===== src/rtl/tlb_pkg.sv =====
// Shared encodings for the TLB command unit: op codes, EntryLo field layout,
// FSM state constants and the default array depth.
package tlb_pkg;

  localparam int unsigned TLBNUM_DEF = 16;

  localparam logic [1:0] OP_TLBP  = 2'd0;
  localparam logic [1:0] OP_TLBR  = 2'd1;
  localparam logic [1:0] OP_TLBWI = 2'd2;
  localparam logic [1:0] OP_TLBWR = 2'd3;

  localparam logic [1:0] ST_IDLE = 2'd0;
  localparam logic [1:0] ST_EXEC = 2'd1;
  localparam logic [1:0] ST_RESP = 2'd2;

  // EntryLo layout {PFN, C, D, V, G}
  localparam int unsigned LO_G       = 0;
  localparam int unsigned LO_V       = 1;
  localparam int unsigned LO_D       = 2;
  localparam int unsigned LO_C_LSB   = 3;
  localparam int unsigned LO_C_MSB   = 5;
  localparam int unsigned LO_PFN_LSB = 6;
  localparam int unsigned LO_PFN_MSB = 25;

  function automatic logic is_write_op(input logic [1:0] op);
    return (op == OP_TLBWI) || (op == OP_TLBWR);
  endfunction

  function automatic logic [25:0] mk_lo(input logic [19:0] pfn, input logic [2:0] c,
                                        input logic d, input logic v, input logic g);
    logic [25:0] lo;
    lo = '0;
    lo[LO_PFN_MSB:LO_PFN_LSB] = pfn;
    lo[LO_C_MSB:LO_C_LSB]     = c;
    lo[LO_D]                  = d;
    lo[LO_V]                  = v;
    lo[LO_G]                  = g;
    return lo;
  endfunction

endpackage


===== src/rtl/tlb_random_ctr.sv =====
// CP0 Random register: free-running down-counter that wraps to the top entry
// once it reaches the Wired boundary.
module tlb_random_ctr
  import tlb_pkg::*;
#(
  parameter  int unsigned TLBNUM = TLBNUM_DEF,
  localparam int unsigned IDXW   = $clog2(TLBNUM)
) (
  input  logic            clk,
  input  logic            resetn,
  input  logic [IDXW-1:0] wired,
  output logic [IDXW-1:0] random
);

  localparam logic [IDXW-1:0] RND_MAX = IDXW'(TLBNUM - 1);

  // Wired >= TLBNUM-1 keeps the counter pinned at RND_MAX.
  always_ff @(posedge clk or negedge resetn) begin
    if (!resetn)
      random <= RND_MAX;
    else if (random <= wired)
      random <= RND_MAX;
    else
      random <= random - IDXW'(1);
  end

endmodule


===== src/rtl/tlb_cmd_unit.sv =====
// Executes TLBP/TLBR/TLBWI/TLBWR against the TLB array in a fixed
// accept -> execute -> respond sequence and returns a CP0 writeback packet.
module tlb_cmd_unit
  import tlb_pkg::*;
#(
  parameter  int unsigned TLBNUM = TLBNUM_DEF,
  localparam int unsigned IDXW   = $clog2(TLBNUM)
) (
  input  logic            clk,
  input  logic            resetn,
  input  logic            op_valid,
  output logic            op_ready,
  input  logic [1:0]      op_code,
  input  logic [18:0]     cp0_vpn2,
  input  logic [7:0]      cp0_asid,
  input  logic [25:0]     cp0_lo0,
  input  logic [25:0]     cp0_lo1,
  input  logic [IDXW-1:0] cp0_index,
  input  logic [IDXW-1:0] cp0_wired,
  output logic [18:0]     tlb_s_vpn2,
  output logic [7:0]      tlb_s_asid,
  output logic            tlb_s_odd_page,
  input  logic            tlb_s_found,
  input  logic [IDXW-1:0] tlb_s_index,
  output logic [IDXW-1:0] tlb_r_index,
  input  logic [18:0]     tlb_r_vpn2,
  input  logic [7:0]      tlb_r_asid,
  input  logic            tlb_r_g,
  input  logic [24:0]     tlb_r_lo0,
  input  logic [24:0]     tlb_r_lo1,
  output logic            tlb_we,
  output logic [IDXW-1:0] tlb_w_index,
  output logic [18:0]     tlb_w_vpn2,
  output logic [7:0]      tlb_w_asid,
  output logic            tlb_w_g,
  output logic [24:0]     tlb_w_lo0,
  output logic [24:0]     tlb_w_lo1,
  output logic            res_valid,
  output logic [1:0]      res_op,
  output logic            res_index_p,
  output logic [IDXW-1:0] res_index,
  output logic [18:0]     res_vpn2,
  output logic [7:0]      res_asid,
  output logic [25:0]     res_lo0,
  output logic [25:0]     res_lo1,
  output logic [IDXW-1:0] random
);

  logic [1:0]      state;
  logic [1:0]      sh_op;
  logic [18:0]     sh_vpn2;
  logic [7:0]      sh_asid;
  logic [25:0]     sh_lo0;
  logic [25:0]     sh_lo1;
  logic [IDXW-1:0] sh_index;
  logic [IDXW-1:0] sh_widx;
  logic            accept;

  tlb_random_ctr #(.TLBNUM(TLBNUM)) u_random (
    .clk    (clk),
    .resetn (resetn),
    .wired  (cp0_wired),
    .random (random)
  );

  assign op_ready = (state == ST_IDLE);
  assign accept   = op_valid && op_ready;

  always_ff @(posedge clk or negedge resetn) begin
    if (!resetn) begin
      state <= ST_IDLE;
    end else begin
      case (state)
        ST_IDLE: if (accept) state <= ST_EXEC;
        ST_EXEC: state <= ST_RESP;
        default: state <= ST_IDLE;
      endcase
    end
  end

  // Write index is frozen at accept so TLBWR ignores Random's later movement.
  always_ff @(posedge clk or negedge resetn) begin
    if (!resetn) begin
      sh_op    <= '0;
      sh_vpn2  <= '0;
      sh_asid  <= '0;
      sh_lo0   <= '0;
      sh_lo1   <= '0;
      sh_index <= '0;
      sh_widx  <= '0;
    end else if (accept) begin
      sh_op    <= op_code;
      sh_vpn2  <= cp0_vpn2;
      sh_asid  <= cp0_asid;
      sh_lo0   <= cp0_lo0;
      sh_lo1   <= cp0_lo1;
      sh_index <= cp0_index;
      sh_widx  <= (op_code == OP_TLBWR) ? random : cp0_index;
    end
  end

  assign tlb_s_vpn2     = sh_vpn2;
  assign tlb_s_asid     = sh_asid;
  assign tlb_s_odd_page = 1'b0;
  assign tlb_r_index    = sh_index;

  assign tlb_we      = (state == ST_EXEC) && is_write_op(sh_op);
  assign tlb_w_index = sh_widx;
  assign tlb_w_vpn2  = sh_vpn2;
  assign tlb_w_asid  = sh_asid;
  assign tlb_w_g     = sh_lo0[LO_G] & sh_lo1[LO_G];
  assign tlb_w_lo0   = sh_lo0[LO_PFN_MSB:LO_V];
  assign tlb_w_lo1   = sh_lo1[LO_PFN_MSB:LO_V];

  assign res_valid = (state == ST_RESP);

  // Search/read responses are captured straight into the result registers at
  // the end of EXEC, so they are stable throughout RESP and afterwards.
  always_ff @(posedge clk or negedge resetn) begin
    if (!resetn) begin
      res_op      <= '0;
      res_index_p <= 1'b0;
      res_index   <= '0;
      res_vpn2    <= '0;
      res_asid    <= '0;
      res_lo0     <= '0;
      res_lo1     <= '0;
    end else if (state == ST_EXEC) begin
      res_op      <= sh_op;
      res_index_p <= 1'b0;
      res_vpn2    <= '0;
      res_asid    <= '0;
      res_lo0     <= '0;
      res_lo1     <= '0;
      case (sh_op)
        OP_TLBP: begin
          res_index_p <= ~tlb_s_found;
          res_index   <= tlb_s_found ? tlb_s_index : '0;
        end
        OP_TLBR: begin
          res_index <= sh_index;
          res_vpn2  <= tlb_r_vpn2;
          res_asid  <= tlb_r_asid;
          res_lo0   <= {tlb_r_lo0, tlb_r_g};
          res_lo1   <= {tlb_r_lo1, tlb_r_g};
        end
        default: res_index <= sh_widx;
      endcase
    end
  end

endmodule

===== config.mk =====
export PLATFORM = sky130hd
export DESIGN_NAME = tlb_cmd_unit
export DESIGN_NICKNAME = d
export VERILOG_FILES = /design/src/rtl/tlb_pkg.sv /design/src/rtl/tlb_random_ctr.sv /design/src/rtl/tlb_cmd_unit.sv
export SDC_FILE = /design/constraint.sdc
export NUM_CORES = 1
export LEC_CHECK = 0
export CORE_AREA = 4 4 148 150
export DETAILED_ROUTE_END_ITERATION = 8
export DIE_AREA = 0 0 152 154
export PLACE_DENSITY_LB_ADDON = 0.25
export SETUP_SLACK_MARGIN = 0.05
export SLEW_MARGIN = 20
export SYNTH_ARGS = -nofsm -noshare
export SYNTH_HDL_FRONTEND = slang
export SYNTH_SLANG_ARGS = --single-unit

===== constraint.sdc =====
create_clock -name clk -period 3.5 [get_ports clk]
set_input_delay 0.35 -clock clk [delete_from_list [all_inputs] [get_ports clk]]
set_output_delay 0.35 -clock clk [all_outputs]
set_load 0.1 [all_outputs]

==> results.py, run 1 <==
metrics = {
    "synth": {
        "ys_seq_area_share_pct": 61.5,
        "synth-edff-count": 0,
        "synth_ff_type": "dfrtp_1",
        "synth_fa_ha_area_share_pct": 0.853,
        "ys_ff_latch": 180,
        "async_reset_ff_share_pct": 100,
        "syn_inst": 520,
        "synth_top_family_by_area": "multiplexers",
        "synth-simple-area-share_pct": 2.06,
        "synth_nets": 700,
        "yosysWarnings": 0,
        "synth_xor_xnor_area_share_pct": 0.119,
        "synth_compound_area_share_pct": 11.3,
        "synth_area_sq_mm": 0.00734,
        "yosysUniqueCellTypes": 34,
        "syn_area_per_cell_sq_um": 14.1,
        "synthMuxAreaShare_pct": 13.6,
    },
    "critical_path": {
        "worstPathRequired_ns": 3.15,
        "crit_family": "buffers and inverters",
        "cp.buffers_inverters": 1,
        "end_kind": "primary output",
        "cp.depth": 1,
        "cp_cell_sequence": "clkdlybuf4s50_1",
        "cpMaxStageDelayCell": "clkdlybuf4s50_1",
        "slowest_delay_ns": 1.15,
        "reg2reg_depth": 4,
        "cp.arrival_ns": 2.17,
        "crit_type": "flop to primary output",
        "start_kind": "flop",
        "path_max_fanout": 6,
    },
    "power_and_ir_drop": {
        "p_comb_share_pct": 58.7,
        "ir_drop_v": 0.000586,
        "p_seq_share_pct": 25.3,
        "pwr-share-clk_pct": 16.0,
        "finalPower_mw": 11.8,
        "internal_power_mw": 5.28,
        "switching_share_pct": 55.4,
        "powerDensity_mw_per_mm2": 1040,
        "p_leak_nw": 4.83,
        "switchingPower_mw": 6.55,
    },
    "die": {
        "start_util_pct": 35.5,
        "num_io_pins": 382,
        "core_sq_mm": 0.0207,
        "die_w_um": 152,
        "die-area_sq_mm": 0.0234,
        "fp-row-count": 53,
        "dieHeight_um": 154,
    },
    "sta": {
        "slew_headroom_pct": 30.2,
        "drv_slew": 0,
        "clock-skew-final_ns": 0.0123,
        "hold_violations": 0,
        "clock.fmax_ghz": 0.397,
        "rsz0062_at_grt": "no",
        "fin_tns_setup_ns": 0,
        "setup_viol": 0,
        "tightestPinTransition_ns": 1.04,
        "period_needed_ns": 2.52,
        "fin_crit_sh_pct": 72.1,
    },
    "routing": {
        "remaining_drc_errors": 0,
        "ant_nets": 0,
        "routed_wl_mm": 21.1,
        "dr.pass1.iters": 4,
        "wl_per_cell_um": 19.1,
        "via_per_inst": 4.69,
        "drt_iter0_markers": 150,
        "vias": 5187,
    },
    "placed_design": {
        "place_congestion": 0.853,
        "placedCellCount": 1073,
        "detailed_place_hpwl_mm": 16.0,
        "io_buffers": 380,
    },
    "clock_network": {
        "ctsRootBufferMaster": "clkbuf_16",
        "clock_sinks": 180,
        "cts.clk_slew.worst_paths_ns": 0.07,
        "cts_tree": "done",
        "cts_buffers": 17,
        "clock_latency_ns": 0.42,
        "h-tree-depth": 4,
        "cts.path.max_buffers": 2,
    },
    "global_routing": {
        "grt_pass1_wl_mm": 32.8,
        "grt.total_usage_pct": 17.7,
        "first_global_vias": 5630,
        "antenna_found_initial": 0,
        "grt_max_degree": 87,
        "overflow": 0,
    },
    "layout": {
        "final_common_cell": "clkdlybuf4s50_1",
        "layout_common_cells": "clkdlybuf4s50_1 (378), dfrtp_1 (176), mux2_2 (84)",
        "syn_to_final_growth_pct": 55.4,
        "n_antenna_cell": 0,
        "instances_no_fill": 1106,
        "layout-drive-gt1-share_pct": 15.9,
        "layout.nets": 998,
    },
    "run_status": {
        "outcome": "finished clean",
    },
    "flow_run": {
        "drv_cap": 0,
    },
    "min_path": {
        "hold_path.class": "input pin to async pin",
    },
}
registers in the layout (all words and copies together), names as in the netlist, 8 cells and up:
name,cells
res_asid,8
res_vpn2,19
sh_lo0,26
tlb_s_vpn2,19
res_lo1,25
sh_lo1,26
tlb_s_asid,8
res_lo0,26
final timing paths:
path,startpoint,endpoint,slack [ns]
min in group clk,tlb_s_index[2],res_index[2],0.49
worst min register to register,res_op[0],res_op[0],0.49
worst max-delay path,u_random.random[2],random[2],0.98
worst max register to register,sh_op[1],res_lo1[7],1.40
max in group asynchronous,resetn,res_vpn2[5],2.04
worst min-delay path,resetn,sh_lo1[3],0.47
cells by family (layout without fill, tap and decap cells):
| logic type | Yosys count | count (layout) |
|---|---|---|
| buffers and inverters | 115 | 426 |
| AO/OA/AOI/OAI | 99 | 99 |
| XOR/XNOR | 1 | 1 |
| AND/OR/NAND/NOR | 30 | 30 |
| adder cells (fa/ha/maj) | 5 | 5 |
| multiplexers | 89 | 89 |
| flip-flops | 180 | 180 |
| other | 1 | 1 |
metrics by stage:
stage                     hold slack, ns  setup slack, ns  util (%)  area (sq um)
final                              0.470            0.978      55.1         11400
after global routing               0.495            0.907      55.1         11400
after CTS                          0.460            0.960      55.1         11400
after detailed placement           0.352             1.32      52.2         10800
after global placement             0.337             1.34      52.2         10800
after floorplan                   0.0544             1.41         -          7340
power by group through the flow:
stage	registers, mW	logic (mW)	clock network (mW)
after global routing	3.07	7.11	2.04
after CTS	3.00	6.99	1.95
after global placement	3.00	6.94	0
after detailed placement	3.03	6.99	0
after floorplan	5.66	2.91	0
final	2.99	6.95	1.89
metal layers:
metal | share of wire, % | track usage, % | wire length, um | vias up
li1 | - | - | - | 2370
met1 | 39 | 20.5 | 8300 | 2550
met4 | 1.5 | 5.27 | 320 | 0
met3 | 8.4 | 6.70 | 1780 | 19
met5 | 0 | 0 | 0 | -
met2 | 51 | 30.5 | 10700 | 248
synth_stat cells (all sizes together), types with 2 or more instances:
cell,n,share of area [%]
dfrtp,176,60
buf,102,9.9
mux2,85,13
a22o,78,9.3
nand2,9,0.46
nor2,9,0.46
a21oi,8,0.55
clkbuf,7,0.36
inv,6,0.31
ha,5,0.85
a221oi,4,0.48
dfstp,4,1.4
mux2i,4,0.55
and2,3,0.26
nor2b,3,0.26
o211ai,3,0.31
a21o,2,0.20
nor3b,2,0.27
timing repair:
| item | 4_1_cts | 5_1_grt |
|---|---|---|
| hold buffers | 1 | 0 |
| endpoints found under the hold margin | 51 | 0 |
| gates resized for setup | 0 | 0 |
| buffers inserted | 0 | 0 |
final cells by class:
| type | instances | area (sq um) |
|---|---|---|
| Inverter | 6 | 22.5 |
| Fill cell | 1727 | 9290 |
| Tap cell | 275 | 344 |
| Sequential cell | 180 | 4510 |
| Clock buffer | 19 | 443 |
| Clock inverter | 13 | 140 |
| Multi-Input combinational cell | 225 | 2070 |
| Timing Repair Buffer | 388 | 3880 |
Power figures use the tool's default switching activity.
==> run 2, diff against run 1 <==
--- a/config.mk
+++ b/config.mk
@@ -5,9 +5,9 @@
 export SDC_FILE = /design/constraint.sdc
 export NUM_CORES = 1
 export LEC_CHECK = 0
-export CORE_AREA = 4 4 148 150
+export CORE_MARGIN = 4
+export CORE_UTILIZATION = 36
 export DETAILED_ROUTE_END_ITERATION = 8
-export DIE_AREA = 0 0 152 154
 export PLACE_DENSITY_LB_ADDON = 0.25
 export SETUP_SLACK_MARGIN = 0.05
 export SLEW_MARGIN = 20
==> constraint.sdc (replaced) <==
create_clock -name clk -period 2.1 [get_ports clk]
set_input_delay 0.21 -clock clk [delete_from_list [all_inputs] [get_ports clk]]
set_output_delay 0.21 -clock clk [all_outputs]
set_load 0.1 [all_outputs]
==> run 2 against run 1 <==
Effect of this change: global-route usage increased by 0.096 points; die area decreased by 2.9%; setup slack got worse by 0.70 ns; via count increased by 1.4%; final area decreased by 2.7%; first-iteration DRC count decreased by 16%; critical endpoint is now tlb_we.
==> results.py, run 2 (same netlist as run 1, synthesis figures left out) <==
metrics = {
    "run_status": {
        "outcome": "finished clean",
    },
    "die": {
        "fp-row-count": 51,
        "core_sq_mm": 0.0198,
        "dieHeight_um": 151,
        "num_io_pins": 382,
        "die-area_sq_mm": 0.0227,
        "die_w_um": 151,
        "start_util_pct": 37.1,
    },
    "layout": {
        "fin_area_sq_mm": 0.0111,
        "n_antenna_cell": 0,
        "syn_to_final_growth_pct": 51.2,
        "final_common_cell": "buf_4",
        "layout.nets": 1005,
        "layout_common_cells": "buf_4 (212), dfrtp_1 (176), clkdlybuf4s50_1 (173)",
        "final_util_pct": 56.1,
        "largestRegisters": "res_lo0 (26), sh_lo0 (26), sh_lo1 (26)",
        "layout-drive-gt1-share_pct": 41.1,
        "nFillCells": 1662,
    },
    "clock_network": {
        "cts_setup_buffers": 0,
        "h-tree-depth": 4,
        "clock_sinks": 180,
        "cts.path.max_buffers": 2,
        "ctsRootBufferMaster": "clkbuf_16",
        "cts.clk_slew.worst_paths_ns": 0.07,
        "ctsResizeCount": 0,
        "cts_buffers": 17,
        "hold_buffers": 1,
        "clock_latency_ns": 0.42,
        "cts_tree": "done",
    },
    "global_routing": {
        "first_global_vias": 5569,
        "grt_pass1_wl_mm": 31.1,
        "antenna_found_initial": 0,
        "overflow": 0,
        "grt.total_usage_pct": 17.8,
        "grt_max_degree": 87,
    },
    "sta": {
        "tightestPinTransition_ns": 0.556,
        "period_needed_ns": 1.82,
        "setup_viol": 0,
        "hold_violations": 0,
        "slew_headroom_pct": 62.8,
        "fin_tns_setup_ns": 0,
        "clock-skew-final_ns": 0.00896,
        "drv_slew": 0,
        "rsz0062_at_grt": "no",
        "fin_crit_sh_pct": 86.5,
        "clock.fmax_ghz": 0.550,
    },
    "routing": {
        "via_per_inst": 4.77,
        "drt_iter0_markers": 126,
        "dr.pass1.iters": 4,
        "routed_wl_mm": 20.8,
        "remaining_drc_errors": 0,
        "vias": 5261,
        "wl_per_cell_um": 18.9,
        "ant_nets": 0,
    },
    "min_path": {
        "hold_path.class": "input pin to async pin",
    },
    "power_and_ir_drop": {
        "ir_drop_v": 0.00110,
        "powerDensity_mw_per_mm2": 1790,
        "p_leak_nw": 5.19,
    },
    "placed_design": {
        "place_congestion": 0.853,
        "placedInstanceArea_sq_mm": 0.0104,
        "io_buffers": 380,
        "detailed_place_hpwl_mm": 15.9,
    },
    "critical_path": {
        "end_kind": "primary output",
        "crit_type": "flop to primary output",
        "cp.arrival_ns": 1.61,
        "worstPathRequired_ns": 1.89,
        "path_max_fanout": 8,
        "start_kind": "flop",
    },
    "flow_run": {
        "drv_cap": 0,
    },
}
## run 2: changes by cell type in the layout (fill, tap and decap cells not counted), sizes merged
cell / change
clkdlybuf4s50: -205
clkinvlp: -3
clkinv: +1
buf: +212
bufinv: +4
inv: -2
## run 2: worst max-delay path, cell delays in order (launching register included)
cell	delay, ns
dfrtp_1	0.45
nand2b_4	0.19
inv_2	0.13
and2_1	0.22
buf_12	0.20
## run 2: metal layers
metal | part of all wire (%) | vias to the layer above | track usage, %
met2 | 51 | 259 | 31.4
met4 | 1.6 | 0 | 5.39
li1 | - | 2382 | -
met5 | 0 | - | 0
met1 | 36 | 2597 | 19.3
met3 | 11 | 23 | 7.56
## run 2: layout make-up
cell class / instances / area, sq um / area share (%)
clock buffer: 19 / 443 / 3.99
timing repair buffer: 395 / 3500 / 31.6
multi-input combinational: 225 / 2070 / 18.6
sequential: 180 / 4510 / 40.6
clock inverter: 13 / 219 / 1.97
inverter: 6 / 22.5 / 0.203
tap: 265 / 332 / 2.99
## run 2: where the power goes
group / internal [mW] / leakage [nW] / total [mW] / switching, mW
Clock: 2.17 / 0.319 / 3.54 / 1.37
Combinational: 2.39 / 2.63 / 11.3 / 8.86
Sequential: 4.38 / 2.24 / 5.02 / 0.636
Total: 8.94 / 5.19 / 19.8 / 10.9
## run 2: stage by stage
step / cells / worst slack, ns / total power, mW / hold slack (ns)
after global routing: 1103 / 0.164 / 20.5 / 0.312
after CTS: 1103 / 0.228 / 20.0 / 0.310
after detailed placement: 1070 / 0.281 / 16.4 / 0.220
after floorplan: 520 / 0.147 / 14.3 / -0.0856
final: 1103 / 0.283 / 19.8 / 0.332
after global placement: 1070 / 0.322 / 16.3 / 0.213
## run 2: path summary, 6_finish.rpt
check	startpoint	end	slack [ns]	cells after the start
max in group asynchronous	resetn	tlb_s_asid[1]	1.10	3
hold reg to reg	res_op[1]	res_op[1]	0.48	1
setup reg to reg	sh_op[1]	res_lo1[20]	0.44	4
hold / removal	resetn	sh_lo1[17]	0.33	2
min in group clk	tlb_s_index[1]	res_index[1]	0.33	3
setup / recovery	state[1]	tlb_we	0.28	4
==> run 3, diff against run 2 <==
--- a/config.mk
+++ b/config.mk
@@ -5,12 +5,13 @@
 export SDC_FILE = /design/constraint.sdc
 export NUM_CORES = 1
 export LEC_CHECK = 0
+export CORE_ASPECT_RATIO = 0.6
 export CORE_MARGIN = 4
 export CORE_UTILIZATION = 36
 export DETAILED_ROUTE_END_ITERATION = 8
 export PLACE_DENSITY_LB_ADDON = 0.25
 export SETUP_SLACK_MARGIN = 0.05
-export SLEW_MARGIN = 20
+export SLEW_MARGIN = 30
 export SYNTH_ARGS = -nofsm -noshare
 export SYNTH_HDL_FRONTEND = slang
 export SYNTH_SLANG_ARGS = --single-unit
==> run 3 against run 2 <==
Effect of this change: first-iteration DRC count grew 55%; sequential share of layout area grew 0.24 points; critical path depth unchanged; worst hold slack worse by 0.029 ns; final area is 0.58% lower; via count fell by 1.2%; non-clock buffer count unchanged; wire length is 1.6% higher; setup slack worse by 0.011 ns; final cell count is 0.73% higher; utilization decreased by 0.98 points; highest routed layer is now met5.
==> results.py, run 3 (same netlist as run 1, synthesis figures left out) <==
metrics = {
    "global_routing": {
        "grt_use_met2_pct": 29.6,
        "use_met3_pct": 8.12,
        "met1_usage_pct": 21.7,
        "first_global_vias": 5646,
        "grt_pass1_wl_mm": 32.2,
        "grt.total_usage_pct": 18.2,
        "grt_busiest_layer": "met2",
        "antenna_found_initial": 1,
        "overflow": 0,
        "grt_max_degree": 50,
    },
    "sta": {
        "whs_ns": 0.303,
        "rsz0062_at_grt": "no",
        "tightestPinTransition_ns": 0.599,
        "clock-skew-final_ns": 0.0108,
        "fin_crit_sh_pct": 87.1,
        "setup_viol": 0,
        "clock.fmax_ghz": 0.547,
        "hold_violations": 0,
        "fin_tns_setup_ns": 0,
        "drv_slew": 0,
        "slew_headroom_pct": 60.0,
        "period_needed_ns": 1.83,
    },
    "routing": {
        "vias": 5200,
        "via_per_inst": 4.68,
        "ant_nets": 0,
        "wl_per_cell_um": 19.1,
        "routed_wl_mm": 21.2,
        "dr.pass1.iters": 4,
        "remaining_drc_errors": 0,
        "drt_iter0_markers": 195,
    },
    "placed_design": {
        "place_congestion": 0.779,
        "detailed_place_hpwl_mm": 16.3,
        "io_buffers": 380,
    },
    "power_and_ir_drop": {
        "powerDensity_mw_per_mm2": 1770,
        "finalPower_mw": 19.5,
        "ir_drop_v": 0.00108,
        "p_leak_nw": 5.15,
    },
    "flow_run": {
        "drv_cap": 0,
    },
    "layout": {
        "layout_common_cells": "buf_4 (213), dfrtp_1 (176), clkdlybuf4s50_1 (173)",
        "syn_to_final_growth_pct": 50.4,
        "nFillCells": 1644,
        "layout-drive-gt1-share_pct": 41.1,
        "final_common_cell": "buf_4",
        "n_antenna_cell": 0,
        "largestRegisters": "res_lo0 (26), sh_lo0 (26), sh_lo1 (26)",
        "layout.nets": 1005,
    },
    "critical_path": {
        "cp.arrival_ns": 1.62,
        "r2r_start": "state[0]",
        "worstPathRequired_ns": 1.89,
        "startpoint": "state[1]",
        "crit_type": "flop to primary output",
        "path_max_fanout": 8,
        "start_kind": "flop",
        "end_kind": "primary output",
    },
    "die": {
        "fp-row-count": 40,
        "num_io_pins": 382,
        "die_w_um": 192,
        "die-area_sq_mm": 0.0228,
        "start_util_pct": 36.7,
        "core_sq_mm": 0.0200,
        "dieHeight_um": 119,
    },
    "clock_network": {
        "clock_sinks": 180,
        "cts.path.max_buffers": 2,
        "ctsRootBufferMaster": "clkbuf_16",
        "clock_latency_ns": 0.43,
        "h-tree-depth": 4,
        "cts_setup_buffers": 0,
        "cts_buffers": 17,
        "cts.clk_slew.worst_paths_ns": 0.07,
        "cts_tree": "done",
    },
    "min_path": {
        "hold_path.class": "input pin to async pin",
    },
    "run_status": {
        "outcome": "finished clean",
    },
}
run 3: changes by cell type in the layout (fill, tap and decap cells not counted), sizes merged:
| cell | before | now |
|---|---|---|
| clkinvlp | 1 | 4 |
| inv | 10 | 7 |
| bufinv | 5 | 3 |
| clkinv | 3 | 5 |
run 3: final cells by class:
cell class                 instances  area, sq um  share of cell area [%]
clock buffer                      19          443                    4.01
timing repair buffer             395         3490                    31.7
clock inverter                    13          158                    1.43
tap                              273          342                    3.10
multi-input combinational        225         2070                    18.7
inverter                           6         22.5                   0.204
sequential                       180         4510                    40.9
run 3: per-stage QoR:
| stage | util, % | cell area [sq um] | setup WS (ns) | cells |
|---|---|---|---|---|
| final | 55.1 | 11000 | 0.272 | 1111 |
| after global routing | 55.1 | 11000 | 0.155 | 1111 |
| after CTS | 55.1 | 11000 | 0.209 | 1111 |
| after detailed placement | 52.1 | 10400 | 0.294 | 1078 |
| after global placement | 52.1 | 10400 | 0.314 | 1078 |
| after floorplan | - | 7340 | 0.147 | 520 |
run 3: final timing paths:
path                                 endpoint  slack (ns)  cells after the start
setup / recovery                       tlb_we        0.27                      4
hold / removal                      sh_lo1[5]        0.30                      2
setup reg to reg                tlb_s_vpn2[9]        0.47                      4
hold reg to reg                     res_op[1]        0.48                      1
max in group asynchronous  u_random.random[2]        1.12                      3
min in group clk                 res_index[3]        0.33                      3
run 3: report_power, final:
group	internal, mW	total (mW)	switching [mW]	leakage, nW
clock network	1.90	3.25	1.35	0.285
registers	4.38	5.02	0.633	2.24
logic	2.39	11.3	8.89	2.63
total	8.67	19.5	10.9	5.15
run 3: critical path, stage by stage (launching register included):
cell and delay [ns]:
dfrtp_1 0.44, nand2b_4 0.18, inv_2 0.13, and2_1 0.25, buf_12 0.20
run 3: routing by layer:
metal	wire (um)	vias to the layer above
met5	13	-
met4	409	2
met3	2180	31
met2	10100	234
met1	8490	2547
li1	-	2386
run 3: repair_timing:
action | CTS | global route
hold buffers | 1 | 0
gates resized for setup | 0 | 0
endpoints found under the hold margin | 44 | 0
